$ cat config.mk
export PLATFORM = sky130hd
export DESIGN_NAME = uart_rx_engine
export DESIGN_NICKNAME = d
export VERILOG_FILES = /design/src/rtl/uart_rx_engine.sv
export SDC_FILE = /design/constraint.sdc
export NUM_CORES = 1
export LEC_CHECK = 0
export CAP_MARGIN = 40
export CORE_UTILIZATION = 30
export DETAILED_ROUTE_END_ITERATION = 8
export GPL_TIMING_DRIVEN = 1
export PLACE_DENSITY = 0.44
export RECOVER_POWER = 25
export SYNTH_ARGS = -nofsm -noshare
export SYNTH_HDL_FRONTEND = slang
export SYNTH_SLANG_ARGS = --single-unit
$ cat constraint.sdc
create_clock -name clk -period 3.3 [get_ports clk]
set_clock_uncertainty 0.05 [all_clocks]
set_input_delay 0.66 -clock clk [delete_from_list [all_inputs] [get_ports clk]]
set_output_delay 0.66 -clock clk [all_outputs]
set_load 0.01 [all_outputs]
$ cat src/rtl/uart_rx_engine.sv
// -----------------------------------------------------------------------------
// uart_rx_engine
//
// Receive half of the UART serial link. RX is synchronised to clk, a falling
// edge starts a frame, and each bit is sampled near its middle using a 19-bit
// down-counter. Seven or eight data bits arrive LSB first, followed by an
// optional parity bit and one stop bit. When the stop bit has been sampled,
// the character and its status flags are loaded and RX_INTR pulses for one
// clock.
//
// Ports
//   clk      in   system clock (100 MHz)
//   rst      in   asynchronous active-low reset
//   RX       in   serial input, idle high
//   EIGHT    in   1 = 8 data bits, 0 = 7 data bits
//   PEN      in   1 = parity bit present
//   OHEL     in   parity sense: 1 = odd, 0 = even
//   BAUD     in   [3:0] baud select (bit-time lookup below)
//   clr      in   read acknowledge; clears RXRDY/PERR/FERR/OVF, holds DATA
//   DATA     out  [7:0] received character (bit7 = 0 in 7-bit mode)
//   RXRDY    out  character available
//   PERR     out  parity error on the last character
//   FERR     out  framing error (stop bit sampled low)
//   OVF      out  sticky: a character was overwritten before it was read
//   RX_INTR  out  one-cycle pulse per completed frame
// -----------------------------------------------------------------------------
module uart_rx_engine #(
    parameter int SYNC_STAGES = 2
) (
    input  logic       clk,
    input  logic       rst,
    input  logic       RX,
    input  logic       EIGHT,
    input  logic       PEN,
    input  logic       OHEL,
    input  logic [3:0] BAUD,
    input  logic       clr,
    output logic [7:0] DATA,
    output logic       RXRDY,
    output logic       PERR,
    output logic       FERR,
    output logic       OVF,
    output logic       RX_INTR
);

    // A single-flop synchroniser is never acceptable, so clamp the depth.
    localparam int SYNC_N = (SYNC_STAGES < 2) ? 2 : SYNC_STAGES;

    localparam logic [2:0] S_IDLE   = 3'd0;
    localparam logic [2:0] S_START  = 3'd1;
    localparam logic [2:0] S_DATA   = 3'd2;
    localparam logic [2:0] S_PARITY = 3'd3;
    localparam logic [2:0] S_STOP   = 3'd4;

    // -------------------------------------------------------------------------
    // RX synchroniser. Reset value is all ones (line idle) so that leaving
    // reset never looks like a falling edge.
    // -------------------------------------------------------------------------
    logic [SYNC_N-1:0] sync_reg;
    logic              rx_s;

    always_ff @(posedge clk or negedge rst) begin
        if (!rst) begin
            sync_reg <= '1;
        end else begin
            sync_reg <= {sync_reg[SYNC_N-2:0], RX};
        end
    end

    assign rx_s = sync_reg[SYNC_N-1];

    // -------------------------------------------------------------------------
    // Bit time in clocks for each BAUD code at 100 MHz. Unused codes fall
    // back to the 115200 setting.
    // -------------------------------------------------------------------------
    logic [18:0] k_sel;

    always_comb begin
        k_sel = 19'd868;
        case (BAUD)
            4'd0:    k_sel = 19'd333333;
            4'd1:    k_sel = 19'd83333;
            4'd2:    k_sel = 19'd41667;
            4'd3:    k_sel = 19'd20833;
            4'd4:    k_sel = 19'd10417;
            4'd5:    k_sel = 19'd5208;
            4'd6:    k_sel = 19'd2604;
            4'd7:    k_sel = 19'd1736;
            4'd8:    k_sel = 19'd868;
            4'd9:    k_sel = 19'd434;
            4'd10:   k_sel = 19'd217;
            4'd11:   k_sel = 19'd109;
            default: k_sel = 19'd868;
        endcase
    end

    // -------------------------------------------------------------------------
    // Frame state. Configuration is captured when a start edge is seen so a
    // mid-frame change of EIGHT/PEN/OHEL/BAUD only affects the next frame.
    // -------------------------------------------------------------------------
    logic [2:0]  state_reg;
    logic [18:0] cnt_reg;
    logic [18:0] k_reg;
    logic        eight_reg;
    logic        pen_reg;
    logic        ohel_reg;
    logic [7:0]  shift_reg;
    logic [2:0]  bit_reg;
    logic        par_reg;    // running XOR of the data bits
    logic        perr_reg;   // parity verdict for the current frame

    logic tick;
    logic last_bit;
    logic frame_done;

    // The counter is loaded with N and the sample is taken on the cycle it
    // reads 1, giving N cycles between successive samples.
    assign tick       = (cnt_reg == 19'd1);
    assign last_bit   = (bit_reg == (eight_reg ? 3'd7 : 3'd6));
    assign frame_done = (state_reg == S_STOP) && tick;

    always_ff @(posedge clk or negedge rst) begin
        if (!rst) begin
            state_reg <= S_IDLE;
            cnt_reg   <= '0;
            k_reg     <= '0;
            eight_reg <= 1'b0;
            pen_reg   <= 1'b0;
            ohel_reg  <= 1'b0;
            shift_reg <= '0;
            bit_reg   <= '0;
            par_reg   <= 1'b0;
            perr_reg  <= 1'b0;
        end else begin
            case (state_reg)
                S_IDLE: begin
                    if (!rx_s) begin
                        state_reg <= S_START;
                        cnt_reg   <= k_sel >> 1;
                        k_reg     <= k_sel;
                        eight_reg <= EIGHT;
                        pen_reg   <= PEN;
                        ohel_reg  <= OHEL;
                        bit_reg   <= '0;
                        par_reg   <= 1'b0;
                        perr_reg  <= 1'b0;
                    end
                end

                S_START: begin
                    if (tick) begin
                        cnt_reg <= k_reg;
                        // Line back high at mid start bit: a glitch, not a frame.
                        state_reg <= rx_s ? S_IDLE : S_DATA;
                    end else begin
                        cnt_reg <= cnt_reg - 19'd1;
                    end
                end

                S_DATA: begin
                    if (tick) begin
                        cnt_reg   <= k_reg;
                        shift_reg <= {rx_s, shift_reg[7:1]};
                        par_reg   <= par_reg ^ rx_s;
                        bit_reg   <= bit_reg + 3'd1;
                        if (last_bit) begin
                            state_reg <= pen_reg ? S_PARITY : S_STOP;
                        end
                    end else begin
                        cnt_reg <= cnt_reg - 19'd1;
                    end
                end

                S_PARITY: begin
                    if (tick) begin
                        cnt_reg   <= k_reg;
                        // XOR of data, parity bit and sense is 1 on error.
                        perr_reg  <= par_reg ^ rx_s ^ ohel_reg;
                        state_reg <= S_STOP;
                    end else begin
                        cnt_reg <= cnt_reg - 19'd1;
                    end
                end

                S_STOP: begin
                    if (tick) begin
                        // A low stop bit still ends the frame; if RX stays low
                        // IDLE picks it up as a new start on the next cycle.
                        state_reg <= S_IDLE;
                    end else begin
                        cnt_reg <= cnt_reg - 19'd1;
                    end
                end

                default: begin
                    state_reg <= S_IDLE;
                end
            endcase
        end
    end

    // -------------------------------------------------------------------------
    // Character and status registers. Frame completion has priority over clr;
    // a coincident clr only changes the overflow decision.
    // -------------------------------------------------------------------------
    logic [7:0] data_next;

    // In 7-bit mode only seven shifts happen, so the character sits one
    // position high in the shift register.
    assign data_next = eight_reg ? shift_reg : {1'b0, shift_reg[7:1]};

    always_ff @(posedge clk or negedge rst) begin
        if (!rst) begin
            DATA    <= '0;
            RXRDY   <= 1'b0;
            PERR    <= 1'b0;
            FERR    <= 1'b0;
            OVF     <= 1'b0;
            RX_INTR <= 1'b0;
        end else if (frame_done) begin
            DATA    <= data_next;
            RXRDY   <= 1'b1;
            PERR    <= pen_reg & perr_reg;
            FERR    <= ~rx_s;
            OVF     <= clr ? 1'b0 : (OVF | RXRDY);
            RX_INTR <= 1'b1;
        end else begin
            RX_INTR <= 1'b0;
            if (clr) begin
                RXRDY <= 1'b0;
                PERR  <= 1'b0;
                FERR  <= 1'b0;
                OVF   <= 1'b0;
            end
        end
    end

endmodule
======== After elaboration in Yosys (flattened, before gate mapping) ========
Memory sizes are Yosys's and may differ from the RTL's.
Index checks and enable logic that the tools add are counted.
cells by class
  reduce and logical (&&, ||, !) cells .... 13
  muxes and demuxes ....................... 30
  equality and inequality tests ........... 13
  bitwise operators ....................... 5
  add/subtract/negate cells ............... 2
operators by type and width
  cell                                                 count
  2-to-1 mux 19 bit                                    3
  case mux 19 bit (3 select lines)                     1
  2-to-1 mux 3 bit                                     9
  == test 19 x 1 -> 1 bit (second input constant)      1
  subtractor 19 x 1 -> 19 bit (second input constant)  1
  case mux 3 bit (5 select lines)                      1
  != test 2 bit (second input constant)                7
  2-to-1 mux 1 bit                                     11
  AND reduction 3 bit                                  3
  2-to-1 mux 8 bit                                     1
  == test 3 x 2 -> 1 bit (second input constant)       2
  case mux 3 bit (2 select lines)                      1
  AND reduction 6 bit                                  1
  nonzero test 2 bit                                   3
  case mux 1 bit (2 select lines)                      2
  AND reduction 2 bit                                  2
  adder 3 x 1 -> 3 bit (second input constant)         1
  == test 3 x 1 -> 1 bit (second input constant)       1
  == test 3 bit                                        1
  == test 3 bit (second input constant)                1
  logical NOT 3 bit                                    1
  nonzero test 3 bit                                   1
  OR reduction 3 bit                                   1
  2-to-1 mux 2 bit                                     1
  5 further kinds                                      6
word-level totals
  bits in registers ....................... 72
  input port bits ......................... 11
  memories ................................ 1
  output and inout bits ................... 13
  ROM bits ................................ 288
memories
  name              words  width  read ports  clocked after Yosys merged registers in  write ports  RTL line  RTL
  (name not given)  16     18     1           0                                        0            80        case (BAUD)

======== Depth between registers and ports, before layout ========
  word-level depth ........................ 5
  mapped depth ............................ 11

======== Worst setup path before layout ========
OpenSTA, ideal clock, no wires.
  path type ............................... reg-to-reg
  from .................................... reg cnt_reg[1]
  to ...................................... reg cnt_reg[3]
  cell stages (with the launch flop) ...... 10
  setup slack ............................. 0.943 ns
  buffers on the path ..................... 1
  data arrival time ....................... 2.170 ns
  setup time .............................. 0.138 ns
  cells stage by stage .................... dfrtp_1 -> inv_1 -> ha_1 -> or4b_1 -> or4_4 -> o21ai_4 -> buf_6 -> nor3_1 -> a211oi_2 -> o22ai_1
on the way
  longest elaborated chain between the ends .. 3
  elaborated cells between the ends (all ways) .. 7
  classes of those cells .................. add/sub (1); eq/ne (2); mux (3); reduce/logical (1)
ends and longest elaborated chain
  what                                                                     RTL line  RTL
  start, declared                                                          102       logic [18:0] cnt_reg;
  start signal, assigned                                                   139       cnt_reg <= k_sel >> 1;
  start signal, assigned                                                   152       cnt_reg <= k_reg;
  start signal, assigned                                                   156       cnt_reg <= cnt_reg - 19'd1;
  subtractor 19 x 1 -> 19 bit or == test 19 x 1 -> 1 bit (tied branches)   -
  2-to-1 mux 19 bit, or another cell as far along                          186       if (tick) begin
  case mux 19 bit (3 select lines) or AND reduction 3 bit (tied branches)  -
Several ways; a longest one is shown, not always the timed one. The select of a mux whose other input is x is not followed.
A chain may end at the register's enable or synchronous reset.

======== Final worst setup path ========
  from .................................... reg cnt_reg[1]
  to ...................................... reg cnt_reg[15]
Same word-level chain as after synthesis.

==> impl_metrics.env <==
export IMPL_ir_drop_mv=0.2644
export IMPL_grt_util_all_layers=0.1748
export IMPL_post_route_period_util=0.8214
export IMPL_hpwlAfterDp_um=7641
export IMPL_grt_pass1_wl_um=17830
export IMPL_synth_edf_count=0
export IMPL_synth_compound_area_share=0.2047
export IMPL_grt_start_max_net_pins=38
export IMPL_fp_dieW_um=117
export IMPL_syn_inst=442
export IMPL_nets=482
export IMPL_clk_path_buf_depth=2
export IMPL_status="finished with violations"
export IMPL_netlist_area_mm2=0.003968
export IMPL_ant_nets=0
export IMPL_startpoint_type="flip-flop"
export IMPL_maxSlewViolCount=35
export IMPL_area_delta_synth_final_pct=19.36
export IMPL_violations="max-capacitance violations, max-slew violations"
export IMPL_die_h_um=117
export IMPL_yosys_area_share_simple=0.2179
export IMPL_finalHoldViolCount=0
export IMPL_post_dp_cell_area_mm2=0.004409
export IMPL_clkLatencyLatePin_ps=350
export IMPL_synth_seq_cells=71
export IMPL_cts_sinks=71
export IMPL_cts_clk_slew_worst_paths_ps=60
export IMPL_detail_route_iter0_violations=187
export IMPL_setup_tns_ps=0
export IMPL_r2r_end="cnt_reg[15]$_DFFE_PN0P_"
export IMPL_synthAdderAreaFrac=0.02523
export IMPL_initial_utilization=0.3106
export IMPL_overflow=0
export IMPL_cellLeakagePower_nw=2.018
export IMPL_firstDrtPassIters=5
export IMPL_synth_xor_area_frac=0.008830
export IMPL_cts_tree="done"
export IMPL_cp_slowest_cell="or4b_1"
export IMPL_worst_slew_pin_slew_ps=1988
export IMPL_final_cell_mix="dfrtp_1 (69), nand2_1 (67), o21ai_0 (35), nor2_1 (33)"
export IMPL_syn_nets=461
export IMPL_wl_per_cell_um=16.77
export IMPL_criticalPathCategory="reg -> reg"
export IMPL_p_per_area_mw_per_mm2=776.9
export IMPL_placement_io_buffers=23
export IMPL_place_gp_congestion=0.8433
export IMPL_rsz0062_at_grt="no"
export IMPL_dr_total_vias=3341
export IMPL_ios=24
export IMPL_rows=41
export IMPL_reg2regPathDepth=9
export IMPL_antenna_found_initial=0
export IMPL_maxSlewHeadroom=-0.3254
export IMPL_cp_max_fo=14
export IMPL_synth_top_family_by_area="simple AND/OR/NAND/NOR gates"
export IMPL_max_stage_delay_ps=450
export IMPL_coreArea_mm2=0.01277
export IMPL_wl_um=10730
export IMPL_grt_pass1_vias=3298
export IMPL_drc=0
export IMPL_cts_resized=0
export IMPL_cts_htree_levels=3
export IMPL_diodes=0
export IMPL_cp_endpoint="cnt_reg[15]$_DFFE_PN0P_"
export IMPL_ctsHoldBuffers=0
export IMPL_async_flop_share=1.000
export IMPL_avgSynthCellArea_um2=8.976
export IMPL_cts_setup_buffers=0
export IMPL_ys_seq_area_frac=0.4484
export IMPL_layout_min_cycle_time_ps=2711
export IMPL_root_buffer="clkbuf_16"
export IMPL_ys_types=64
export IMPL_worstSetupEndpointType="flip-flop"
export IMPL_r2r_start="cnt_reg[1]$_DFFE_PN0P_"
export IMPL_synth_main_ff_cell="dfrtp_1"
export IMPL_final_area_mm2=0.004736
export IMPL_viasPerCell=5.220
export IMPL_setup_violations=0
export IMPL_path_cells="inv_1 > ha_1 > or4b_1 > or4_4 > o21ai_4 > buf_4 > nor3_1 > a211oi_1 > o21ai_1"
export IMPL_synthMuxAreaShare=0.05077
export IMPL_largest_reg_flops=19
export IMPL_die_area_mm2=0.01369
export IMPL_min_path_type="reg -> reg"
export IMPL_fmax_ghz=0.3689
export IMPL_final_common_cell="dfrtp_1"
export IMPL_drive_above_1_share=0.1090
export IMPL_reg2reg_slack_ps=590
export IMPL_arrival_ps=2900
export IMPL_cp_required_ps=3480
export IMPL_numCtsBuffers=9
export IMPL_startpoint="cnt_reg[1]$_DFFE_PN0P_"
export IMPL_ys_warn_count=0
export IMPL_cap_viol_max_count=1
cells in the mapped netlist (2+ instances only):
library cell | count | area [µm²]
nand2b_1 | 6 | 37.54
o21ai_0 | 35 | 175.2
nand4b_1 | 2 | 17.52
o21a_1 | 2 | 15.01
nand4_1 | 3 | 18.77
mux2i_1 | 10 | 100.1
a211oi_1 | 3 | 22.52
or4_4 | 2 | 22.52
o211ai_1 | 4 | 30.03
buf_6 | 2 | 22.52
dfstp_2 | 2 | 52.55
o21ai_1 | 21 | 105.1
a2bb2oi_1 | 2 | 17.52
o2bb2ai_1 | 4 | 35.03
xnor2_1 | 3 | 26.28
o22ai_1 | 4 | 25.02
nand3b_1 | 2 | 15.01
nor4_1 | 6 | 37.54
nor2_1 | 33 | 123.9
inv_1 | 12 | 45.04
a21o_1 | 2 | 15.01
a22oi_1 | 5 | 37.54
o22a_1 | 2 | 17.52
nor3_1 | 15 | 75.07
o31ai_1 | 3 | 22.52
or3_1 | 4 | 25.02
or4_1 | 4 | 30.03
buf_2 | 2 | 10.01
mux2_2 | 8 | 90.09
clkbuf_1 | 23 | 86.33
o311ai_1 | 2 | 17.52
a221oi_1 | 3 | 26.28
nand2_1 | 67 | 251.5
nand3_1 | 16 | 80.08
a22o_1 | 6 | 52.55
dfrtp_1 | 69 | 1727
nor3b_1 | 3 | 22.52
a21oi_1 | 16 | 80.08
ha_1 | 8 | 100.1
or2_2 | 2 | 12.51
layout make-up:
class | instances | area [µm²]
sequential | 71 | 1779
clock buffer | 10 | 239.0
tap | 172 | 215.2
clock inverter | 6 | 91.34
multi-input combinational | 330 | 2013
inverter | 13 | 48.80
timing repair buffer | 38 | 349.1
fill | 1318 | 8038
critical path: cells and delay by family (launching register included):
family / cells / cell delay (ps)
simple gates: 3 / 960
compound gates: 3 / 630
flops: 1 / 430
buf+inv: 2 / 370
fa+ha+maj: 1 / 150
cell families after synthesis:
family                   Yosys count
AND/OR/NAND/NOR                  173
AO/OA/AOI/OAI                    126
flip-flops                        71
buffers and inverters             41
multiplexers                      19
adder cells (fa/ha/maj)            8
XOR/XNOR                           4
per-layer routing:
metal,GRT usage,vias up,wire (µm)
met5,0,-,0
met4,0.07848,0,203
met3,0.02472,14,349
met2,0.2588,56,4753
met1,0.2524,1625,5424
li1,-,1646,-
report_power, final:
part / internal, mW / switching [mW]
clock network: 0.688 / 0.418
registers: 1.11 / 0.310
logic: 0.488 / 0.663
worst min-delay path by stage:
stage	start	endpoint	slack (ps)	cells after the start
6_report	sync_reg[0]$_DFF_PN1_	sync_reg[1]$_DFF_PN1_	310	0
3_5_place_dp	sync_reg[0]$_DFF_PN1_	sync_reg[1]$_DFF_PN1_	300	0
2_1_floorplan	sync_reg[0]$_DFF_PN1_	sync_reg[1]$_DFF_PN1_	300	0
5_1_grt	sync_reg[0]$_DFF_PN1_	sync_reg[1]$_DFF_PN1_	310	0
3_3_place_gp	sync_reg[0]$_DFF_PN1_	sync_reg[1]$_DFF_PN1_	300	0
4_1_cts	rst	DATA[3]$_DFFE_PN0P_	240	1
stage by stage:
stage          cells  hold slack, ps  setup slack (ps)    util  power (mW)
2_1_floorplan    442           295.2             942.8       -       2.224
5_1_grt          640           312.5             381.9  0.3708       3.921
4_1_cts          640           235.4             594.0  0.3710       3.699
6_report         640           305.5             589.3  0.3708       3.679
3_3_place_gp     623           296.4             587.2  0.3436       2.580
3_5_place_dp     624           297.9             523.5  0.3452       2.581
(Power assumes the default switching activity.)
